--- src/rtl/power_pkg.sv ---
// Shared definitions for the power_of_number unit: FSM state encoding,
// default operand width and the iteration-counter width helper.
package power_pkg;

    localparam int DEFAULT_W = 16;

    typedef enum logic [1:0] {
        ST_IDLE = 2'd0,
        ST_SQ   = 2'd1,
        ST_CB   = 2'd2,
        ST_DONE = 2'd3
    } state_t;

    // Counter must index W multiplier bits; never collapse to zero width.
    function automatic int cnt_width(input int w);
        return (w > 1) ? $clog2(w) : 1;
    endfunction

    localparam int DEFAULT_CNT_W = cnt_width(DEFAULT_W);

endpackage

--- src/rtl/shift_add_mult_step.sv ---
// One shift-add multiplier step: adds (multiplicand << shamt) to the
// accumulator when the current multiplier bit is set. Purely combinational.
module shift_add_mult_step
    import power_pkg::*;
#(
    parameter int W     = DEFAULT_W,
    parameter int CNT_W = cnt_width(W)
) (
    input  logic [3*W-1:0]   acc,
    input  logic [2*W-1:0]   mcand,
    input  logic             mbit,
    input  logic [CNT_W-1:0] shamt,
    output logic [3*W-1:0]   acc_next
);

    logic [3*W-1:0] partial;

    always_comb begin
        // Shift at full 3*W width so no partial-product bits are lost.
        partial  = {{W{1'b0}}, mcand} << shamt;
        acc_next = mbit ? (acc + partial) : acc;
    end

endmodule

--- src/rtl/power_of_number.sv ---
// Sequential power unit: num -> num^2 and num^3 using one shared shift-add
// step over two W-cycle phases, with valid/ready handshakes on both sides.
module power_of_number
    import power_pkg::*;
#(
    parameter int W = DEFAULT_W
) (
    input  logic           clk,
    input  logic           rst_n,
    input  logic           in_valid,
    output logic           in_ready,
    input  logic [W-1:0]   num,
    output logic           out_valid,
    input  logic           out_ready,
    output logic [2*W-1:0] sq,
    output logic [3*W-1:0] cb,
    output logic           busy
);

    localparam int               CNT_W = cnt_width(W);
    localparam logic [CNT_W-1:0] LAST  = CNT_W'(W - 1);

    state_t           state_q, state_d;
    logic [W-1:0]     num_q,   num_d;
    logic [2*W-1:0]   a_q,     a_d;
    logic [W-1:0]     m_q,     m_d;
    logic [3*W-1:0]   acc_q,   acc_d;
    logic [CNT_W-1:0] cnt_q,   cnt_d;
    logic [2*W-1:0]   sq_q,    sq_d;
    logic [3*W-1:0]   cb_q,    cb_d;
    logic [3*W-1:0]   acc_step;

    shift_add_mult_step #(
        .W     (W),
        .CNT_W (CNT_W)
    ) u_step (
        .acc      (acc_q),
        .mcand    (a_q),
        .mbit     (m_q[0]),
        .shamt    (cnt_q),
        .acc_next (acc_step)
    );

    always_comb begin
        // NOTE: every always_comb output gets a default first so no path leaves it unassigned (no latch).
        state_d = state_q;
        num_d   = num_q;
        a_d     = a_q;
        m_d     = m_q;
        acc_d   = acc_q;
        cnt_d   = cnt_q;
        sq_d    = sq_q;
        cb_d    = cb_q;

        unique case (state_q)
            ST_IDLE: begin
                if (in_valid) begin
                    num_d   = num;
                    a_d     = {{W{1'b0}}, num};
                    m_d     = num;
                    acc_d   = '0;
                    cnt_d   = '0;
                    state_d = ST_SQ;
                end
            end

            ST_SQ, ST_CB: begin
                acc_d = acc_step;
                m_d   = m_q >> 1;
                cnt_d = cnt_q + CNT_W'(1);
                if (cnt_q == LAST) begin
                    acc_d = '0;
                    cnt_d = '0;
                    if (state_q == ST_SQ) begin
                        // Square becomes the multiplicand of the cube phase.
                        sq_d    = acc_step[2*W-1:0];
                        a_d     = acc_step[2*W-1:0];
                        m_d     = num_q;
                        state_d = ST_CB;
                    end else begin
                        cb_d    = acc_step;
                        state_d = ST_DONE;
                    end
                end
            end

            ST_DONE: begin
                if (out_ready) state_d = ST_IDLE;
            end

            default: state_d = ST_IDLE;
        endcase
    end

    always_ff @(posedge clk or negedge rst_n) begin
        if (!rst_n) begin
            state_q <= ST_IDLE;
            num_q   <= '0;
            a_q     <= '0;
            m_q     <= '0;
            acc_q   <= '0;
            cnt_q   <= '0;
            sq_q    <= '0;
            cb_q    <= '0;
        end else begin
            // NOTE: non-blocking assignments so all registers update together from pre-edge values.
            state_q <= state_d;
            num_q   <= num_d;
            a_q     <= a_d;
            m_q     <= m_d;
            acc_q   <= acc_d;
            cnt_q   <= cnt_d;
            sq_q    <= sq_d;
            cb_q    <= cb_d;
        end
    end

    assign in_ready  = (state_q == ST_IDLE);
    assign out_valid = (state_q == ST_DONE);
    assign busy      = (state_q == ST_SQ) || (state_q == ST_CB);
    assign sq        = sq_q;
    assign cb        = cb_q;

endmodule

--- config.mk ---
export PLATFORM = sky130hd
export DESIGN_NAME = power_of_number
export DESIGN_NICKNAME = d
export VERILOG_FILES = /design/src/rtl/power_pkg.sv /design/src/rtl/shift_add_mult_step.sv /design/src/rtl/power_of_number.sv
export SDC_FILE = /design/constraint.sdc
export NUM_CORES = 1
export LEC_CHECK = 0
export ABC_AREA = 1
export BUFFER_PORTS_ARGS = -buffer_cell sky130_fd_sc_hd__buf_4
export CAP_MARGIN = 20
export CORE_MARGIN = 3
export CORE_UTILIZATION = 63
export CTS_BUF_LIST = sky130_fd_sc_hd__clkbuf_2
export DETAILED_ROUTE_END_ITERATION = 12
export HOLD_SLACK_MARGIN = 0.06
export PLACE_DENSITY_LB_ADDON = 0.12
export SYNTH_ARGS = -nofsm -noshare
export SYNTH_HDL_FRONTEND = slang
export SYNTH_SLANG_ARGS = --single-unit
export TNS_END_PERCENT = 5
--- constraint.sdc ---
create_clock -name clk -period 3.67 [get_ports clk]
set_input_delay 0.9175 -clock clk [delete_from_list [all_inputs] [get_ports clk]]
set_output_delay 0.9175 -clock clk [all_outputs]
set_load 0.005 [all_outputs]
# ---- Word level (Yosys, flattened, before mapping)
# Index checks and enable logic that the tools add are counted.
dict set report totals {
  in_bits 20
  output_inout_bits 83
  elab_cells 50
  ff_bits 198
}
dict set report op_classes {
  n_addsub 2
  eq_ne 8
  n_reduce_logical 10
  shifts 1
  bitwise 1
  muxes 20
}
# cell count
set ops {}
lappend ops {{48-bit 2-to-1 mux} 3}
lappend ops {{32-bit 2-to-1 mux} 3}
lappend ops {{48-bit one-hot mux with 2 select lines} 1}
lappend ops {{32-bit one-hot mux with 2 select lines} 1}
lappend ops {{48-bit adder} 1}
lappend ops {{16-bit 2-to-1 mux} 3}
lappend ops {{32-bit by 4-bit left shift with 48-bit output} 1}
lappend ops {{16-bit one-hot mux with 2 select lines} 1}
lappend ops {{3-bit AND reduction} 3}
lappend ops {{4-bit 2-to-1 mux} 2}
lappend ops {{4-bit one-hot mux with 2 select lines} 1}
lappend ops {{2-bit 2-to-1 mux} 3}
lappend ops {{2-bit != test, second input constant} 3}
lappend ops {{2-bit one-hot mux with 3 select lines} 1}
lappend ops {{4-bit by 1-bit adder with 4-bit output, second input constant} 1}
lappend ops {{2-bit equality test, second input constant} 2}
lappend ops {{4-bit equality test, second input constant} 1}
lappend ops {{2-bit AND reduction} 2}
lappend ops {{4-bit AND reduction} 1}
lappend ops {{2-bit by 1-bit equality test with 1-bit output, second input constant} 1}
lappend ops {{2-bit zero test} 1}
lappend ops {{2-bit by 1-bit != test with 1-bit output, second input constant} 1}
lappend ops {{2-bit nonzero test} 1}
lappend ops {{2-bit OR reduction} 1}
lappend ops {{3 further kinds} 3}

# ---- Depth between registers and ports, before layout
dict set report depth {
  depth_word 6
  ltp_mapped 25
  mapped_depth_nobuf 24
}

# ---- Modules after synthesis
# Synthesis repeated with hierarchy kept, for this count alone.
dict set report unflattened {
  hier_cells 2275
  area_unflattened_um2 14318.7
}
# mod n_inst seq_area_each_um2 cells_each area_per_inst_um2
set modules_own_cells {}
lappend modules_own_cells {power_of_number 1 4954.8 928 8052.7}
lappend modules_own_cells {shift_add_mult_step 1 0.0 1347 6266.0}

# ---- Worst setup path after synthesis
# No wires, ideal clock.
dict set report synth_timing {
  kind {register to register}
  from {reg cnt_q[0]}
  to {reg a_q[15]}
  t_arrival_ns 2.584
  setup_slack_ns 0.969
  stages_incl_launch_ff 21
  required_ns 3.554
  path_buffers 2
  period_less_slack_ns 2.701
  setup_ns 0.116
  path_cell_list {dfrtp_1 -> buf_2 -> buf_2 -> nand2_1 -> o21ai_0 -> o21ai_0 -> nand2_1 -> o21ai_0 -> o21ai_0 -> ha_1 -> nand2_1 -> inv_1 -> nand2_1 -> nand2_1 -> a21oi_1 -> nand2_2 -> xor2_1 -> o21ai_2 -> nand2_1 -> nand2_1 -> nand2_1}
}
dict set report synth_between {
  elab_chain_len 6
  word_cells_on_any_way 9
  classes_between {1 x add/sub; 2 x eq/ne; 1 x shift; 4 x mux; 1 x reduce/logical}
}
# item line_no
set synth_rtl {}
lappend synth_rtl {{start, declared} power_of_number.sv:28} ;# logic [CNT_W-1:0] cnt_q, cnt_d;
lappend synth_rtl {{start signal, assigned} power_of_number.sv:112} ;# cnt_q <= cnt_d;
lappend synth_rtl {{32-bit by 4-bit left shift with 48-bit output} shift_add_mult_step.sv:20} ;# partial = {{W{1'b0}}, mcand} << shamt;
lappend synth_rtl {{48-bit adder} shift_add_mult_step.sv:21} ;# acc_next = mbit ? (acc + partial) : acc;
lappend synth_rtl {{48-bit 2-to-1 mux} shift_add_mult_step.sv:21}
lappend synth_rtl {{32-bit 2-to-1 mux} power_of_number.sv:74} ;# if (state_q == ST_SQ) begin
lappend synth_rtl {{32-bit 2-to-1 mux} power_of_number.sv:71} ;# if (cnt_q == LAST) begin
lappend synth_rtl {{32-bit one-hot mux with 2 select lines} power_of_number.sv:55} ;# unique case (state_q)
lappend synth_rtl {{end signal, assigned} power_of_number.sv:99} ;# a_q <= '0;
lappend synth_rtl {{end signal, assigned} power_of_number.sv:109} ;# a_q <= a_d;
lappend synth_rtl {{end, declared} power_of_number.sv:25} ;# logic [2*W-1:0] a_q, a_d;
# Parallel ways exist; a longest one is shown, timed or not. The select of a mux whose other input is x is not followed.
# A chain may end at the register's enable or synchronous reset.

# ---- Final worst setup path
dict set report layout_timing {
  from {reg cnt_q[0]}
  to {reg acc_q[17]}
}
dict set report layout_between {
  elab_chain_len 5
  word_cells_on_any_way 6
  classes_between {1 x add/sub; 1 x eq/ne; 1 x shift; 3 x mux}
}
# item line_no
set layout_rtl {}
lappend layout_rtl {{32-bit by 4-bit left shift with 48-bit output} shift_add_mult_step.sv:20}
lappend layout_rtl {{48-bit adder} shift_add_mult_step.sv:21}
lappend layout_rtl {{48-bit 2-to-1 mux} shift_add_mult_step.sv:21}
lappend layout_rtl {{48-bit 2-to-1 mux (*)} power_of_number.sv:71}
lappend layout_rtl {{48-bit one-hot mux with 2 select lines (*)} power_of_number.sv:55}
lappend layout_rtl {{end signal, assigned} power_of_number.sv:101} ;# acc_q <= '0;
lappend layout_rtl {{end signal, assigned} power_of_number.sv:111} ;# acc_q <= acc_d;
lappend layout_rtl {{end, declared} power_of_number.sv:27} ;# logic [3*W-1:0] acc_q, acc_d;
# Every way passes the cells marked *; elsewhere a longest branch is shown, timed or not.

==> impl_metrics.ini <==
[clock_tree]
numCtsBuffers = 17
cts.htree.levels = 4
clock_latency_ps = 860
cts.sinks = 198
path_clk_slew_ps = 360
clock_path_buffers = 2
cts_tree = done
root_buffer = clkbuf_2

[placement]
dp.cells = 2523
place_ws_ps = 158
dp_hpwl_mm = 35.6
io_buffer_count = 102
gp_congestion = 1.02

[synth]
netlist_instances = 2197
async_flop_share_pct = 100
yosys.area.top_type_share_pct = 34.8
synthTopCellsByArea = dfrtp_1, nand2_1, inv_1
ys_types = 43
syn_avg_cell_area_um2 = 6.48
yosys.area.top_type = dfrtp_1
ys.flop_type = dfrtp_1
synth_edf_count = 0
synth-seq-cells = 198
synth_nets = 2269
synth_warnings = 0
synth_seq_area_share_pct = 34.8
netlist_area_mm2 = 0.0142

[route]
wl_per_cell_um = 18.0
ant_nets = 0
wirelength_mm = 46.1
routed_via_density = 5.80
first_pass_iters = 8
drcViolationCount = 0
drtIter0Drc = 1804
vias = 14800

[timing]
final-hold-violation-count = 0
fin_ws_ps = 31.2
skew_ps = 63.3
slew_headroom_pct = 38.1
slew_violations = 0
tns_ps = 0
setup_viol = 0
fin_crit_sh_pct = 99.2
period_minus_slack_ps = 3640
fmax_mhz = 275
rsz0062_at_grt = true
tightest_slew_ps = 919

[critical_path]
cp.arrival_ps = 4330
critPathMaxStageDelay_ps = 530
crit_path_start_kind = register
path_class = reg -> reg
cp_slowest_cell = dfrtp_2
required_ps = 4360
crit_path_frequent_cell = nand2_1
worst-path-max-fanout = 25
end_kind = register
r2r_slack_ps = 30
worstPathCellList = buf_12 > o21ai_0 > o21ai_0 > o21ai_0 > nand2_1 > o21ai_0 > ha_1 > nand2_1 > inv_1 > nand2_1 > nand2_1 > inv_1 > nand2_1 > inv_1 > nand2_1 > buf_4 > xnor2_1 > nand2_2 > nand3_1 > o21ai_0

[cells_and_area]
nNetsFinal = 2336
syn_to_final_growth_pct = 9.46
num-fill-cells = 1888
final_layout_size_suffix_gt1_share_pct = 12.6
final_cell_count_no_fill = 2558

[grt]
grt_pass1_wl_mm = 72.9
grt-ovfl-total = 0
grt_pass1_vias = 13800
grt_max_degree = 72
grtUsageTotal_pct = 37.8
grt_antenna_before_repair = 1

[worst_hold_path]
min_path_type = in -> reg

[die]
die_h_um = 156
pin_count = 103
die_area_mm2 = 0.0244
die_w_um = 156
num_rows = 54
initial_utilization_pct = 64.6
coreArea_mm2 = 0.0220

[run_status]
status = finished clean

[run]
maxCapViolCount = 0
## worst max-delay path: cells and delay by family (launching register included)
kind | cells | cell delay [ps]
AOI/OAI and AO/OA | 5 | 1030
xor gates and xnor gates | 1 | 210
adders and majority gates | 1 | 320
buffers and inverters | 5 | 530
DFF | 1 | 530
and+or+nand+nor | 8 | 890
## final timing paths
path                               start         to  cells after the start
worst max-delay path            cnt_q[0]  acc_q[17]                     20
worst min-delay path             num[10]  num_q[10]                      3
worst max register to register  cnt_q[0]  acc_q[17]                     20
worst min register to register    cb[46]     cb[46]                      2
max in group asynchronous          rst_n     sq[17]                      3
min in group asynchronous          rst_n      sq[7]                      2
## synthesized netlist by cell type, types with 7 or more instances
master / number
dfrtp_1: 198
or2_2: 20
o21ai_1: 28
nand3_2: 20
mux2i_1: 18
o21ai_0: 179
buf_1: 7
ha_1: 51
nand3_1: 171
inv_1: 298
a21oi_1: 44
xnor2_1: 12
buf_2: 34
nand2_2: 11
nand4_1: 19
nor2_2: 24
a22oi_1: 7
inv_2: 18
a31oi_1: 9
o22ai_1: 10
clkbuf_1: 34
nor2_1: 140
nand2_1: 797
## layout by cell type, fill, tap and decap left out, drive strengths merged, types with 19 or more instances in the layout
cell type and instances:
ha 51, inv 324, nand2 808, nand4 19, or2 20, dfrtp 198, a21oi 45, buf 128
nor2 169, nand3 191, clkbuf 19, o21ai 211
## through the flow
| stage | utilization, % | hold WS (ps) | area, um^2 |
|---|---|---|---|
| floorplan | - | 444 | 14200 |
| global placement | 69.1 | 459 | 15200 |
| detailed placement | 69.1 | 466 | 15200 |
| CTS | 70.4 | 192 | 15500 |
| global route | 70.8 | 190 | 15600 |
| finish | 70.8 | 230 | 15600 |
## per-layer routing
layer	vias up	share of wire (%)	track usage [%]
li1	7038	-	-
met1	6877	43	55.7
met2	831	44	57.9
met3	84	11	7.96
met4	0	1.9	8.30
met5	-	0	0
## timing repair
item / CTS / global route
setup buffers: 0 / 1
resized for setup: 0 / 37
endpoints found under the setup margin: 0 / 125
hold endpoints to repair: 58 / 0
hold buffers: 1 / 0
## area by class of cell
| type | count | area [um^2] | area share (%) |
|---|---|---|---|
| Multi-Input combinational cell | 1598 | 7780 | 49.9 |
| Sequential cell | 198 | 4960 | 31.8 |
| Inverter | 319 | 1200 | 7.68 |
| Timing Repair Buffer | 130 | 1030 | 6.64 |
| Tap cell | 280 | 350 | 2.25 |
| Clock inverter | 14 | 174 | 1.12 |
| Clock buffer | 18 | 90.1 | 0.578 |
| Antenna cell | 1 | 2.50 | 0.0161 |
## flip-flops by register name, summed over array words and instances, names as in the netlist
name     flops
cb          48
acc_q       48
num_q       16
m_q         16
state_q      2
sq          32
cnt_q        4
a_q         32
## kinds of logic (layout without fill, tap and decap cells)
kind of cell,after synthesis,after routing,share of synthesized area [%]
other,0,1,0
flip-flops,198,198,34.8
buffers and inverters,401,481,11.1
AND/OR/NAND/NOR,1222,1222,36.5
AO/OA/AOI/OAI,291,291,10.9
XOR/XNOR,15,15,0.923
adder cells (fa/ha/maj),52,52,4.62
multiplexers,18,18,1.27
Power is left out: the tool's default activity adds up to more than one toggle a clock period on the data nets, which glitch-free logic cannot reach.
